==> src/rtl/dual_port_ram_ctrl.sv <==
// dual_port_ram_ctrl
//   Initiator side of a dual-port RAM interface. Two clients (A, B) issue
//   valid/ready read/write requests; accepted requests are registered onto the
//   RAM port pins and answered exactly two cycles later with the RAM's
//   read-before-write data. Same-address hazards (both valid, same address,
//   at least one write) are resolved so the RAM never sees a conflicting pair:
//   B normally yields, but after STALL_MAX consecutive lost conflicts B wins one.
//
// Ports
//   clk, rst                      clock (posedge), synchronous active-high reset
//   req_{a,b}_valid/ready         request handshake (ready is combinational)
//   req_{a,b}_we/addr/wdata       request kind, address, write data
//   rsp_{a,b}_valid/rdata         response strobe and data (latency 2, no stall)
//   ram_{addr,din,we}_{a,b}       registered RAM port pins
//   ram_dout_{a,b}                RAM read data (valid the cycle after sampling)
//   conflict_cnt                  saturating count of conflict cycles
module dual_port_ram_ctrl #(
  parameter int unsigned ADDR_W    = 4,
  parameter int unsigned DATA_W    = 8,
  parameter int unsigned STALL_MAX = 3,
  parameter int unsigned CNT_W     = 16
) (
  input  logic              clk,
  input  logic              rst,
  // Client A
  input  logic              req_a_valid,
  output logic              req_a_ready,
  input  logic              req_a_we,
  input  logic [ADDR_W-1:0] req_a_addr,
  input  logic [DATA_W-1:0] req_a_wdata,
  output logic              rsp_a_valid,
  output logic [DATA_W-1:0] rsp_a_rdata,
  // Client B
  input  logic              req_b_valid,
  output logic              req_b_ready,
  input  logic              req_b_we,
  input  logic [ADDR_W-1:0] req_b_addr,
  input  logic [DATA_W-1:0] req_b_wdata,
  output logic              rsp_b_valid,
  output logic [DATA_W-1:0] rsp_b_rdata,
  // RAM pins
  output logic [ADDR_W-1:0] ram_addr_a,
  output logic [ADDR_W-1:0] ram_addr_b,
  output logic [DATA_W-1:0] ram_din_a,
  output logic [DATA_W-1:0] ram_din_b,
  output logic              ram_we_a,
  output logic              ram_we_b,
  input  logic [DATA_W-1:0] ram_dout_a,
  input  logic [DATA_W-1:0] ram_dout_b,
  // Statistics
  output logic [CNT_W-1:0]  conflict_cnt
);

  localparam int unsigned StallW = (STALL_MAX > 0) ? $clog2(STALL_MAX + 1) : 1;
  localparam logic [StallW-1:0] StallMax = StallW'(STALL_MAX);

  // State
  logic [StallW-1:0] stall_q, stall_d;
  logic [CNT_W-1:0]  conflict_cnt_q, conflict_cnt_d;
  logic [ADDR_W-1:0] ram_addr_a_q, ram_addr_b_q;
  logic [DATA_W-1:0] ram_din_a_q, ram_din_b_q;
  logic              ram_we_a_q, ram_we_b_q;
  // pend_* marks a request sitting on the RAM pins this cycle
  logic              pend_a_q, pend_b_q;
  logic              rsp_a_valid_q, rsp_b_valid_q;

  logic conflict, b_starved, acc_a, acc_b;

  // Arbitration
  always_comb begin
    conflict    = req_a_valid && req_b_valid && (req_a_addr == req_b_addr) &&
                  (req_a_we || req_b_we);
    b_starved   = (stall_q == StallMax);
    req_a_ready = !(conflict && b_starved);
    req_b_ready = !(conflict && !b_starved);
    acc_a       = req_a_valid && req_a_ready;
    acc_b       = req_b_valid && req_b_ready;
  end

  // Starvation and statistics counters
  always_comb begin
    stall_d = stall_q;
    if (conflict && !b_starved) begin
      stall_d = stall_q + StallW'(1);
    end else if (acc_b) begin
      // Covers both a normal accept and a win by starvation
      stall_d = '0;
    end

    conflict_cnt_d = conflict_cnt_q;
    if (conflict && (conflict_cnt_q != '1)) begin
      conflict_cnt_d = conflict_cnt_q + CNT_W'(1);
    end
  end

  always_ff @(posedge clk) begin
    if (rst) begin
      stall_q        <= '0;
      conflict_cnt_q <= '0;
    end else begin
      stall_q        <= stall_d;
      conflict_cnt_q <= conflict_cnt_d;
    end
  end

  // RAM pin registers and response pipeline
  always_ff @(posedge clk) begin
    if (rst) begin
      ram_addr_a_q  <= '0;
      ram_addr_b_q  <= '0;
      ram_din_a_q   <= '0;
      ram_din_b_q   <= '0;
      ram_we_a_q    <= 1'b0;
      ram_we_b_q    <= 1'b0;
      pend_a_q      <= 1'b0;
      pend_b_q      <= 1'b0;
      rsp_a_valid_q <= 1'b0;
      rsp_b_valid_q <= 1'b0;
    end else begin
      // Write enable is a one-cycle pulse; addr/din hold when idle
      ram_we_a_q <= acc_a && req_a_we;
      ram_we_b_q <= acc_b && req_b_we;
      if (acc_a) begin
        ram_addr_a_q <= req_a_addr;
        ram_din_a_q  <= req_a_wdata;
      end
      if (acc_b) begin
        ram_addr_b_q <= req_b_addr;
        ram_din_b_q  <= req_b_wdata;
      end
      pend_a_q      <= acc_a;
      pend_b_q      <= acc_b;
      rsp_a_valid_q <= pend_a_q;
      rsp_b_valid_q <= pend_b_q;
    end
  end

  // Outputs
  always_comb begin
    ram_addr_a   = ram_addr_a_q;
    ram_addr_b   = ram_addr_b_q;
    ram_din_a    = ram_din_a_q;
    ram_din_b    = ram_din_b_q;
    ram_we_a     = ram_we_a_q;
    ram_we_b     = ram_we_b_q;
    rsp_a_valid  = rsp_a_valid_q;
    rsp_b_valid  = rsp_b_valid_q;
    // RAM output is only meaningful alongside the response strobe
    rsp_a_rdata  = rsp_a_valid_q ? ram_dout_a : '0;
    rsp_b_rdata  = rsp_b_valid_q ? ram_dout_b : '0;
    conflict_cnt = conflict_cnt_q;
  end

endmodule

==> config.mk <==
export PLATFORM = sky130hd
export DESIGN_NAME = dual_port_ram_ctrl
export DESIGN_NICKNAME = d
export VERILOG_FILES = /design/src/rtl/dual_port_ram_ctrl.sv
export SDC_FILE = /design/constraint.sdc
export NUM_CORES = 1
export LEC_CHECK = 0
export BUFFER_PORTS_ARGS = -buffer_cell sky130_fd_sc_hd__buf_2
export CAP_MARGIN = 20
export CORE_UTILIZATION = 50
export CTS_BUF_LIST = sky130_fd_sc_hd__clkbuf_4
export CTS_CLUSTER_SIZE = 28
export DETAILED_ROUTE_END_ITERATION = 10
export PLACE_DENSITY_LB_ADDON = 0.15
export SETUP_SLACK_MARGIN = 0.5
export SKIP_CTS_REPAIR_TIMING = 1
export SLEW_MARGIN = 40
export SYNTH_ARGS = -nofsm -noshare
export SYNTH_HDL_FRONTEND = slang
export SYNTH_SLANG_ARGS = --single-unit
==> constraint.sdc <==
create_clock -name clk -period 3.5 [get_ports clk]
set_clock_uncertainty 0.1 [all_clocks]
set_input_delay 0.525 -clock clk [delete_from_list [all_inputs] [get_ports clk]]
set_output_delay 0.525 -clock clk [all_outputs]
set_load 0.01 [all_outputs]
==> impl_metrics.json <==
{
  "grt_usage_pct": 21.3,
  "critPathKind": "in -> out",
  "finalSetupViolCount": 0,
  "gr-max-usage-layer": "met2",
  "slew-limit-headroom_pct": 50.9,
  "initial_core_util_pct": 54.4,
  "grt_max_degree": 49,
  "vias": 1924,
  "yosys_warnings": 0,
  "fin_nets": 376,
  "drc": 0,
  "p_leak_nw": 1.32,
  "diodes": 0,
  "yosys.area_share.adder_pct": 1.21,
  "slew_viol_final": 0,
  "firstDrtPassIters": 4,
  "dp_hpwl_mm": 3.36,
  "synthesis.nets": 272,
  "synthMuxAreaShare_pct": 13.2,
  "dieHeight_um": 66.3,
  "clk_pin_slew_worst_paths_ns": 0.12,
  "synthesis.area_um2": 2070,
  "yosys.area_share.simple_pct": 25.6,
  "grt_antenna_before_repair": 0,
  "cp.arrival_ns": 1.98,
  "hold_class": "in -> reg",
  "setup_tns_ns": 0,
  "synth_seq_area_share_pct": 46.5,
  "core_um2": 3800,
  "cp.required_ns": 2.87,
  "met2_usage_pct": 36.5,
  "use_met3_pct": 6.03,
  "ctsRootBufferMaster": "clkbuf_4",
  "cap_violations": 0,
  "ir_worst_vdd_mv": 0.260,
  "cts_tree": "done",
  "startpoint_type": "input pin",
  "fmax_mhz": 385,
  "synth_top_family_by_area": "simple AND/OR/NAND/NOR gates",
  "die_width_um": 66.3,
  "clkLatencyLatePin_ns": 0.35,
  "synth_compound_area_share_pct": 6.42,
  "numCtsBuffers": 5,
  "io_pins": 108,
  "min_period_ns": 2.60,
  "synthCells": 224,
  "rsz0062_at_grt": "false",
  "drt_iter0_drc": 82,
  "cts_max_level": 2,
  "finalCritPeriodShare_pct": 74.3,
  "antenna_left": 0,
  "place.gp.congestion": 0.780,
  "drt-total-wl_mm": 4.47,
  "ys_ff_latch": 48,
  "ys_types": 34,
  "grt_pass1_vias": 1603,
  "r2r_cells": 4,
  "clockBufferDepth": 2,
  "grt_pass1_wl_mm": 7.07,
  "pwr_density_cell_nw_per_um2": 346,
  "tightest_slew_ns": 0.730,
  "status": "complete, no violations",
  "overflow": 0,
  "hold_depth": 2,
  "cp_max_fo": 10,
  "avgViaCountPerCell": 5.12,
  "met1_usage_pct": 25.6,
  "syn_avg_cell_area_um2": 9.22,
  "endpoint_kind": "primary output",
  "p_total_w": 0.000928,
  "rows": 22,
  "areaGrowthSynthToFinish_pct": 29.8,
  "drive_above_1_share_pct": 36.9,
  "final_hold_viol_count": 0,
  "io_buffers": 107,
  "synth-xor-area-share_pct": 3.82,
  "post_drt_wl_per_cell_um": 11.9,
  "cts_sinks": 48,
  "fp.dieArea_um2": 4390
}
[final timing paths]
path,end,slack [ns],start
max reg2reg,conflict_cnt[13]$_SDFFE_PP0P_,1.31,conflict_cnt[4]$_SDFFE_PP0P_
min,ram_we_a$_SDFF_PP0_,0.29,req_a_we
min reg2reg,rsp_b_valid$_SDFF_PP0_,0.35,pend_b_q$_SDFF_PP0_
max,req_a_ready,0.90,req_b_addr[0]
[metrics by stage]
step | hold WS (ns) | area (um2) | worst slack, ns | util, % | instances
final | 0.286 | 2680 | 0.900 | 70.6 | 376
after global routing | 0.277 | 2680 | 0.802 | 70.6 | 376
after CTS | 0.275 | 2680 | 0.907 | 70.5 | 376
after detailed placement | 0.336 | 2630 | 0.720 | 69.3 | 369
after global placement | 0.319 | 2630 | 0.773 | 69.1 | 369
after floorplan | 0.314 | 2070 | 0.981 | - | 224
[placed cells by master (no fill, tap or decap), types with 5 or more instances in the layout]
master and instances:
and2_1 18, nand2_1 6, buf_2 106, nor2_1 37, mux2i_1 25, a21oi_1 9
clkbuf_4 5, nor3_1 7, o21ai_0 6, dfxtp_1 48, xor2_1 5, or3_1 7
[cells in the mapped netlist]
| master | instances | share of area [%] |
|---|---|---|
| nand4_1 | 3 | 0.91 |
| xor2_1 | 5 | 2.1 |
| a311oi_1 | 2 | 0.85 |
| or3_1 | 7 | 2.1 |
| mux2_2 | 2 | 1.1 |
| a21oi_1 | 9 | 2.2 |
| or3_2 | 1 | 0.36 |
| dfxtp_1 | 48 | 47 |
| nand2_1 | 6 | 1.1 |
| clkbuf_1 | 8 | 1.5 |
| nor4b_1 | 1 | 0.42 |
| nand4b_1 | 2 | 0.85 |
| o211ai_1 | 1 | 0.36 |
| nor2_1 | 37 | 6.7 |
| and2_1 | 18 | 5.5 |
| clkbuf_2 | 1 | 0.24 |
| nor3_1 | 7 | 1.7 |
| ha_1 | 2 | 1.2 |
| nand2b_1 | 1 | 0.30 |
| xnor2_1 | 4 | 1.7 |
| or4_1 | 3 | 1.1 |
| nand3_1 | 4 | 0.97 |
| o21ai_0 | 6 | 1.5 |
| o31ai_1 | 2 | 0.73 |
| inv_1 | 4 | 0.73 |
| a41o_1 | 1 | 0.48 |
| nor4_1 | 4 | 1.2 |
| a21boi_1 | 1 | 0.36 |
| buf_2 | 1 | 0.24 |
| or2_2 | 2 | 0.61 |
| buf_6 | 1 | 0.55 |
| nand4_2 | 1 | 0.61 |
| nor2b_1 | 4 | 1.2 |
| mux2i_1 | 25 | 12 |
[flip-flops by register name, indices dropped and copies added (netlist names)]
| register | cells |
|---|---|
| ram_we_a | 1 |
| ram_din_b | 8 |
| ram_addr_b | 4 |
| ram_din_a | 8 |
| conflict_cnt | 16 |
| rsp_a_valid | 1 |
| rsp_b_valid | 1 |
| ram_we_b | 1 |
| pend_b_q | 1 |
| pend_a_q | 1 |
| ram_addr_a | 4 |
| stall_q | 2 |
[worst max-delay path: stages]
cell    delay (ns)
buf_2         0.11
xor2_1        0.19
or3_1         0.54
or3_2         0.45
buf_2         0.16
[layout make-up]
| class | count | area, um2 |
|---|---|---|
| Clock buffer | 5 | 37.5 |
| Timing Repair Buffer | 108 | 546 |
| Inverter | 4 | 15.0 |
| Clock inverter | 2 | 7.51 |
| Tap cell | 48 | 60.1 |
| Fill cell | 328 | 1120 |
| Multi-Input combinational cell | 161 | 1050 |
| Sequential cell | 48 | 961 |
[kinds of logic (layout without fill, tap and decap cells)]
family | Yosys count | after routing
flops | 48 | 48
simple gates | 101 | 101
compound gates | 22 | 22
xor+xnor | 9 | 9
buf+inv | 15 | 119
mux | 27 | 27
fa+ha+maj | 2 | 2
[metal layers]
metal	wire (um)	vias to the layer above
li1	-	983
met1	2040	855
met2	2020	80
met3	365	6
met4	50	0
met5	0	-
[power breakdown]
group / switching (W) / leakage [nW] / total, W / internal [W]
sequential: 0.00000966 / 0.393 / 0.000576 / 0.000566
clock: 0.000156 / 0.0261 / 0.000226 / 0.0000704
combinational: 0.0000654 / 0.897 / 0.000125 / 0.0000601
total: 0.000231 / 1.32 / 0.000928 / 0.000697
No activity file was read; power rests on OpenSTA's default activity.
